$ cat src/rtl/tdc_meas_ctrl.sv
// Launch/capture sequencer for the edge-detector TDC: encodes and averages thermometer samples.
// Optional per-measurement min/max code outputs are enabled with `define TDC_MINMAX_EN.
module tdc_meas_ctrl #(
    parameter int NTAP       = 16,
    parameter int NSAMP_LOG2 = 2,
    parameter int SETTLE     = 2,
    parameter int CW         = $clog2(NTAP + 1)
) (
    input  logic            clk_i,
    input  logic            rst_i,
    input  logic            start_i,
    output logic            busy_o,
    output logic            launch_o,
    input  logic [NTAP:1]   edge_in_i,
    output logic [CW-1:0]   result_o,
    output logic            result_valid_o,
    input  logic            result_ready_i,
    output logic            err_o
`ifdef TDC_MINMAX_EN
    ,
    output logic [CW-1:0]   result_min_o,
    output logic [CW-1:0]   result_max_o
`endif
);

    localparam int AW = CW + NSAMP_LOG2;
    localparam int SW = NSAMP_LOG2;
    localparam int WW = (SETTLE > 1) ? $clog2(SETTLE) : 1;

    typedef enum logic [2:0] {
        S_IDLE,
        S_LAUNCH,
        S_WAIT,
        S_CAPTURE,
        S_GAP,
        S_DONE
    } state_t;

    state_t          state_q;
    logic [AW-1:0]   acc_q;
    logic [SW-1:0]   samp_q;
    logic [WW-1:0]   wait_q;
    logic [CW-1:0]   code_d;
    logic            bubble_d;

    // Returns {bubble, code}: code counts the unbroken run of ones from tap 1,
    // bubble flags any one found after that run has ended.
    function automatic logic [CW:0] encode(input logic [NTAP:1] e);
        logic [CW-1:0] code;
        logic          run;
        logic          bub;
        code = '0;
        run  = 1'b1;
        bub  = 1'b0;
        for (int i = 1; i <= NTAP; i++) begin
            if (run) begin
                if (e[i]) code = code + CW'(1);
                else      run  = 1'b0;
            end else if (e[i]) begin
                bub = 1'b1;
            end
        end
        return {bub, code};
    endfunction

    always_comb begin
        {bubble_d, code_d} = encode(edge_in_i);
    end

    always_ff @(posedge clk_i or posedge rst_i) begin
        if (rst_i) begin
            state_q        <= S_IDLE;
            busy_o         <= 1'b0;
            launch_o       <= 1'b0;
            result_o       <= '0;
            result_valid_o <= 1'b0;
            err_o          <= 1'b0;
            acc_q          <= '0;
            samp_q         <= '0;
            wait_q         <= '0;
`ifdef TDC_MINMAX_EN
            result_min_o   <= '0;
            result_max_o   <= '0;
`endif
        end else begin
            launch_o <= 1'b0;
            case (state_q)
                S_IDLE: begin
                    if (start_i) begin
                        state_q      <= S_LAUNCH;
                        busy_o       <= 1'b1;
                        launch_o     <= 1'b1;
                        acc_q        <= '0;
                        samp_q       <= '0;
                        err_o        <= 1'b0;
`ifdef TDC_MINMAX_EN
                        result_min_o <= CW'(NTAP);
                        result_max_o <= '0;
`endif
                    end
                end
                S_LAUNCH: begin
                    state_q <= S_WAIT;
                    wait_q  <= WW'(SETTLE - 1);
                end
                S_WAIT: begin
                    if (wait_q == '0) state_q <= S_CAPTURE;
                    else              wait_q  <= wait_q - WW'(1);
                end
                S_CAPTURE: begin
                    acc_q  <= acc_q + AW'(code_d);
                    samp_q <= samp_q + SW'(1);
                    if (bubble_d) err_o <= 1'b1;
`ifdef TDC_MINMAX_EN
                    if (code_d < result_min_o) result_min_o <= code_d;
                    if (code_d > result_max_o) result_max_o <= code_d;
`endif
                    if (samp_q == '1) state_q <= S_DONE;
                    else              state_q <= S_GAP;
                end
                S_GAP: begin
                    // Launch held low one cycle so the delay path sees a falling edge.
                    state_q  <= S_LAUNCH;
                    launch_o <= 1'b1;
                end
                S_DONE: begin
                    if (!result_valid_o) begin
                        result_o       <= acc_q[AW-1:NSAMP_LOG2];
                        result_valid_o <= 1'b1;
                    end else if (result_ready_i) begin
                        result_valid_o <= 1'b0;
                        busy_o         <= 1'b0;
                        state_q        <= S_IDLE;
                    end
                end
                default: begin
                    state_q <= S_IDLE;
                    busy_o  <= 1'b0;
                end
            endcase
        end
    end

endmodule

$ cat config.mk
export PLATFORM = sky130hd
export DESIGN_NAME = tdc_meas_ctrl
export DESIGN_NICKNAME = d
export VERILOG_FILES = /design/src/rtl/tdc_meas_ctrl.sv
export SDC_FILE = /design/constraint.sdc
export NUM_CORES = 1
export LEC_CHECK = 0
export BUFFER_PORTS_ARGS = -buffer_cell sky130_fd_sc_hd__buf_2
export CORE_ASPECT_RATIO = 0.75
export CORE_MARGIN = 4
export CORE_UTILIZATION = 54
export CTS_CLUSTER_DIAMETER = 80
export DETAILED_ROUTE_END_ITERATION = 10
export PLACE_DENSITY = 0.86
export SLEW_MARGIN = 10
export SYNTH_ARGS = -nofsm -noshare
export SYNTH_HDL_FRONTEND = slang
export SYNTH_SLANG_ARGS = --single-unit
$ cat constraint.sdc
create_clock -name clk_i -period 1.8 [get_ports clk_i]
set_input_delay 0 -clock clk_i [delete_from_list [all_inputs] [get_ports clk_i]]
set_output_delay 0 -clock clk_i [all_outputs]
set_load 0.01 [all_outputs]
==> impl_metrics.tcl <==
set metrics [dict create \
    via_per_inst 7.96 \
    min_path_type "primary input to flip-flop" \
    path_clk_slew_ns 0.09 \
    fp.coreArea_um2 4900 \
    drt-initial-drc-count 1183 \
    dieArea_um2 6290 \
    violations "design-rule violations, negative hold slack, negative setup slack" \
    fill_cells 164 \
    critical_path_class "primary input to flip-flop" \
    fin_crit_ns 7.19 \
    yosys-top-cells-area "dfrtp_1, ha_1, nand2_1" \
    antennaDiodeCount 0 \
    root_buffer "clkbuf_8" \
    cts-htree-levels 1 \
    critPathMaxStageDelay_ns 0.43 \
    syn_nets 379 \
    layout-drive-gt1-share_pct 49.8 \
    synth_top_area_cell "dfrtp_1" \
    clockBufferDepth 2 \
    die_y_um 69.7 \
    die_w_um 90.3 \
    drc_errors 26 \
    worstPathArrival_ns 7.37 \
    yosysMostFrequentCell "nand2_1" \
    synth-edff-count 0 \
    required_ns 1.97 \
    slew_violations 0 \
    num_rows 22 \
    synth.top_cell.area_share_pct 20.1 \
    setup_slack_ns -5.39 \
    io_pins 29 \
    grt_pass1_wl_um 20300 \
    start_util_pct 55.9 \
    hold_violations 1 \
    ys_ff_latch 22 \
    tns_ns -31.78 \
    port_buffers 28 \
    min_period_over_period_pct 400 \
    max_freq_mhz 139 \
    wl_um 16900 \
    syn_to_final_growth_pct 60.2 \
    clkSinkCount 22 \
    track_usage_pct 40.1 \
    synth_area_um2 2740 \
    grt_pass1_vias 3895 \
    via_count 4395 \
    post-route-util_pct 89.6 \
    yosysUniqueCellTypes 66 \
    yosys_warnings 0 \
    end_kind "flip-flop" \
    synthTopCellsByCount "nand2_1, nor2_1, o21ai_0" \
    syn_inst 340 \
    cp_max_fo 5 \
    avgSynthCellArea_um2 8.06 \
    async_flop_share_pct 100 \
    fin_nets 532 \
    yosysSeqAreaShare_pct 20.1 \
    cts_tree "done" \
    critPathLaunchType "primary input" \
    post_drt_wl_per_cell_um 30.6 \
    ys.flop_type "dfrtp_1" \
    grt_max_degree 23 \
    hpwlAfterDp_um 7050 \
    p_per_area_nw_per_um2 710 \
    clock_latency_ns 0.28 \
    dr.pass1.iters 11 \
    antenna_found_initial 0 \
    status "finished with violations" \
    worstMarginPinSlew_ns 0.898 \
    ant_nets 0 \
    gp_congestion 1.02 \
    max_cap_viol_count 0 \
    grt_overflow 0 \
    critical-path-slowest-cell "xor2_1" \
    rsz0062_at_grt "true" \
    fin_hold_ws_ns -0.00543 \
    finalClockSkew_ns 0.00746 \
    final-setup-viol-count 15 \
    relSlewSlack_pct 40.1 \
    power_leakage_nw 2.05 \
    cts_made_buffers 3 \
    ir_worst_vdd_mv 1.10 \
]
[final timing paths]
path | from | end | slack, ns | cells after the start
min reg2reg | result_o[2] | result_o[2] | 0.52 | 1
max | edge_in_i[2] | acc_q[4] | -5.39 | 46
min | start_i | launch_o | -0.005 | 2
min in group asynchronous | rst_i | err_o | 0.51 | 3
max in group asynchronous | rst_i | wait_q | 0.74 | 3
max reg2reg | acc_q[0] | acc_q[6] | -0.37 | 9
[placed cells by master (no fill, tap or decap), drive strengths merged, types with 4 or more instances in the layout]
cell type,synthesis,routed
o21ai,26,26
nor2b,9,9
nand3b,6,6
mux2i,8,8
o21a,5,5
mux2,5,5
and2,6,6
xnor2,13,13
nor2,28,28
a21oi,20,20
o211ai,6,6
a21boi,4,4
a31oi,4,4
nand2,45,45
nand3,15,15
a22o,4,4
inv,12,12
xor2,7,7
nor3,5,5
ha,18,18
buf,6,160
nand4,8,8
dfrtp,22,22
and3,4,4
[final cells by class]
cell class,count,area (um^2),share of cell area [%]
Clock inverter,1,30.0,0.684
Timing Repair Buffer,161,1210,27.6
Multi-Input combinational cell,293,2430,55.4
Clock buffer,3,41.3,0.940
Inverter,12,47.5,1.08
Tap cell,60,75.1,1.71
Sequential cell,22,551,12.5
[flip-flops by register name (all words and copies together) (netlist names)]
register,count
acc_q,7
result_o,5
err_o,1
wait_q,1
state_q,3
result_valid_o,1
launch_o,1
busy_o,1
samp_q,2
[power by group]
part,leakage (nW),total [W],switching [W],internal [W]
logic,1.72,0.00173,0.00102,0.000708
registers,0.287,0.000898,0.000245,0.000653
clock network,0.0357,0.000493,0.000195,0.000298
[critical path: cells and delay by family]
| family | cells | cell delay (ns) |
|---|---|---|
| fa+ha+maj | 9 | 2.37 |
| mux | 2 | 0.24 |
| simple gates | 16 | 1.90 |
| compound gates | 12 | 1.59 |
| xor+xnor | 4 | 0.88 |
| buf+inv | 3 | 0.35 |
[repair_timing]
| action | 4_1_cts | 5_1_grt |
|---|---|---|
| endpoints found under the hold margin | 22 | 0 |
| gates resized for setup | 45 | 32 |
| buffers inserted | 18 | 13 |
| hold buffers | 1 | 0 |
| pin swaps | 43 | 27 |
| setup endpoints to repair | 8 | 8 |
[per-stage QoR]
stage / cell area [um^2] / setup slack, ns / total power (W) / cells / hold slack [ns]
finish: 4390 / -5.39 / 0.00312 / 552 / -0.00543
global route: 4390 / -5.51 / 0.00314 / 552 / -0.00905
CTS: 4130 / -4.51 / 0.00258 / 539 / 0.00606
detailed placement: 3720 / -5.05 / 0.00197 / 517 / 0.184
global placement: 3720 / -4.70 / 0.00187 / 517 / 0.176
floorplan: 2810 / -4.37 / 0.00145 / 340 / -0.0108
[logic make-up after synthesis]
group / after synthesis / share of synthesized area (%)
AOI/OAI and AO/OA: 92 / 22.9
adders and majority gates: 19 / 8.95
muxes: 13 / 4.97
buffers and inverters: 25 / 4.02
and+or+nand+nor: 146 / 29.1
DFF: 22 / 20.1
xor gates and xnor gates: 23 / 9.95
[routing by layer]
| layer | vias up | track usage [%] | routed length [um] |
|---|---|---|---|
| met5 | - | 0 | 0 |
| met4 | 0 | 27.2 | 2260 |
| met3 | 290 | 9.44 | 3020 |
| met2 | 650 | 67.1 | 6430 |
| met1 | 1906 | 45.5 | 5150 |
| li1 | 1549 | - | - |
Power figures use the tool's default switching activity.
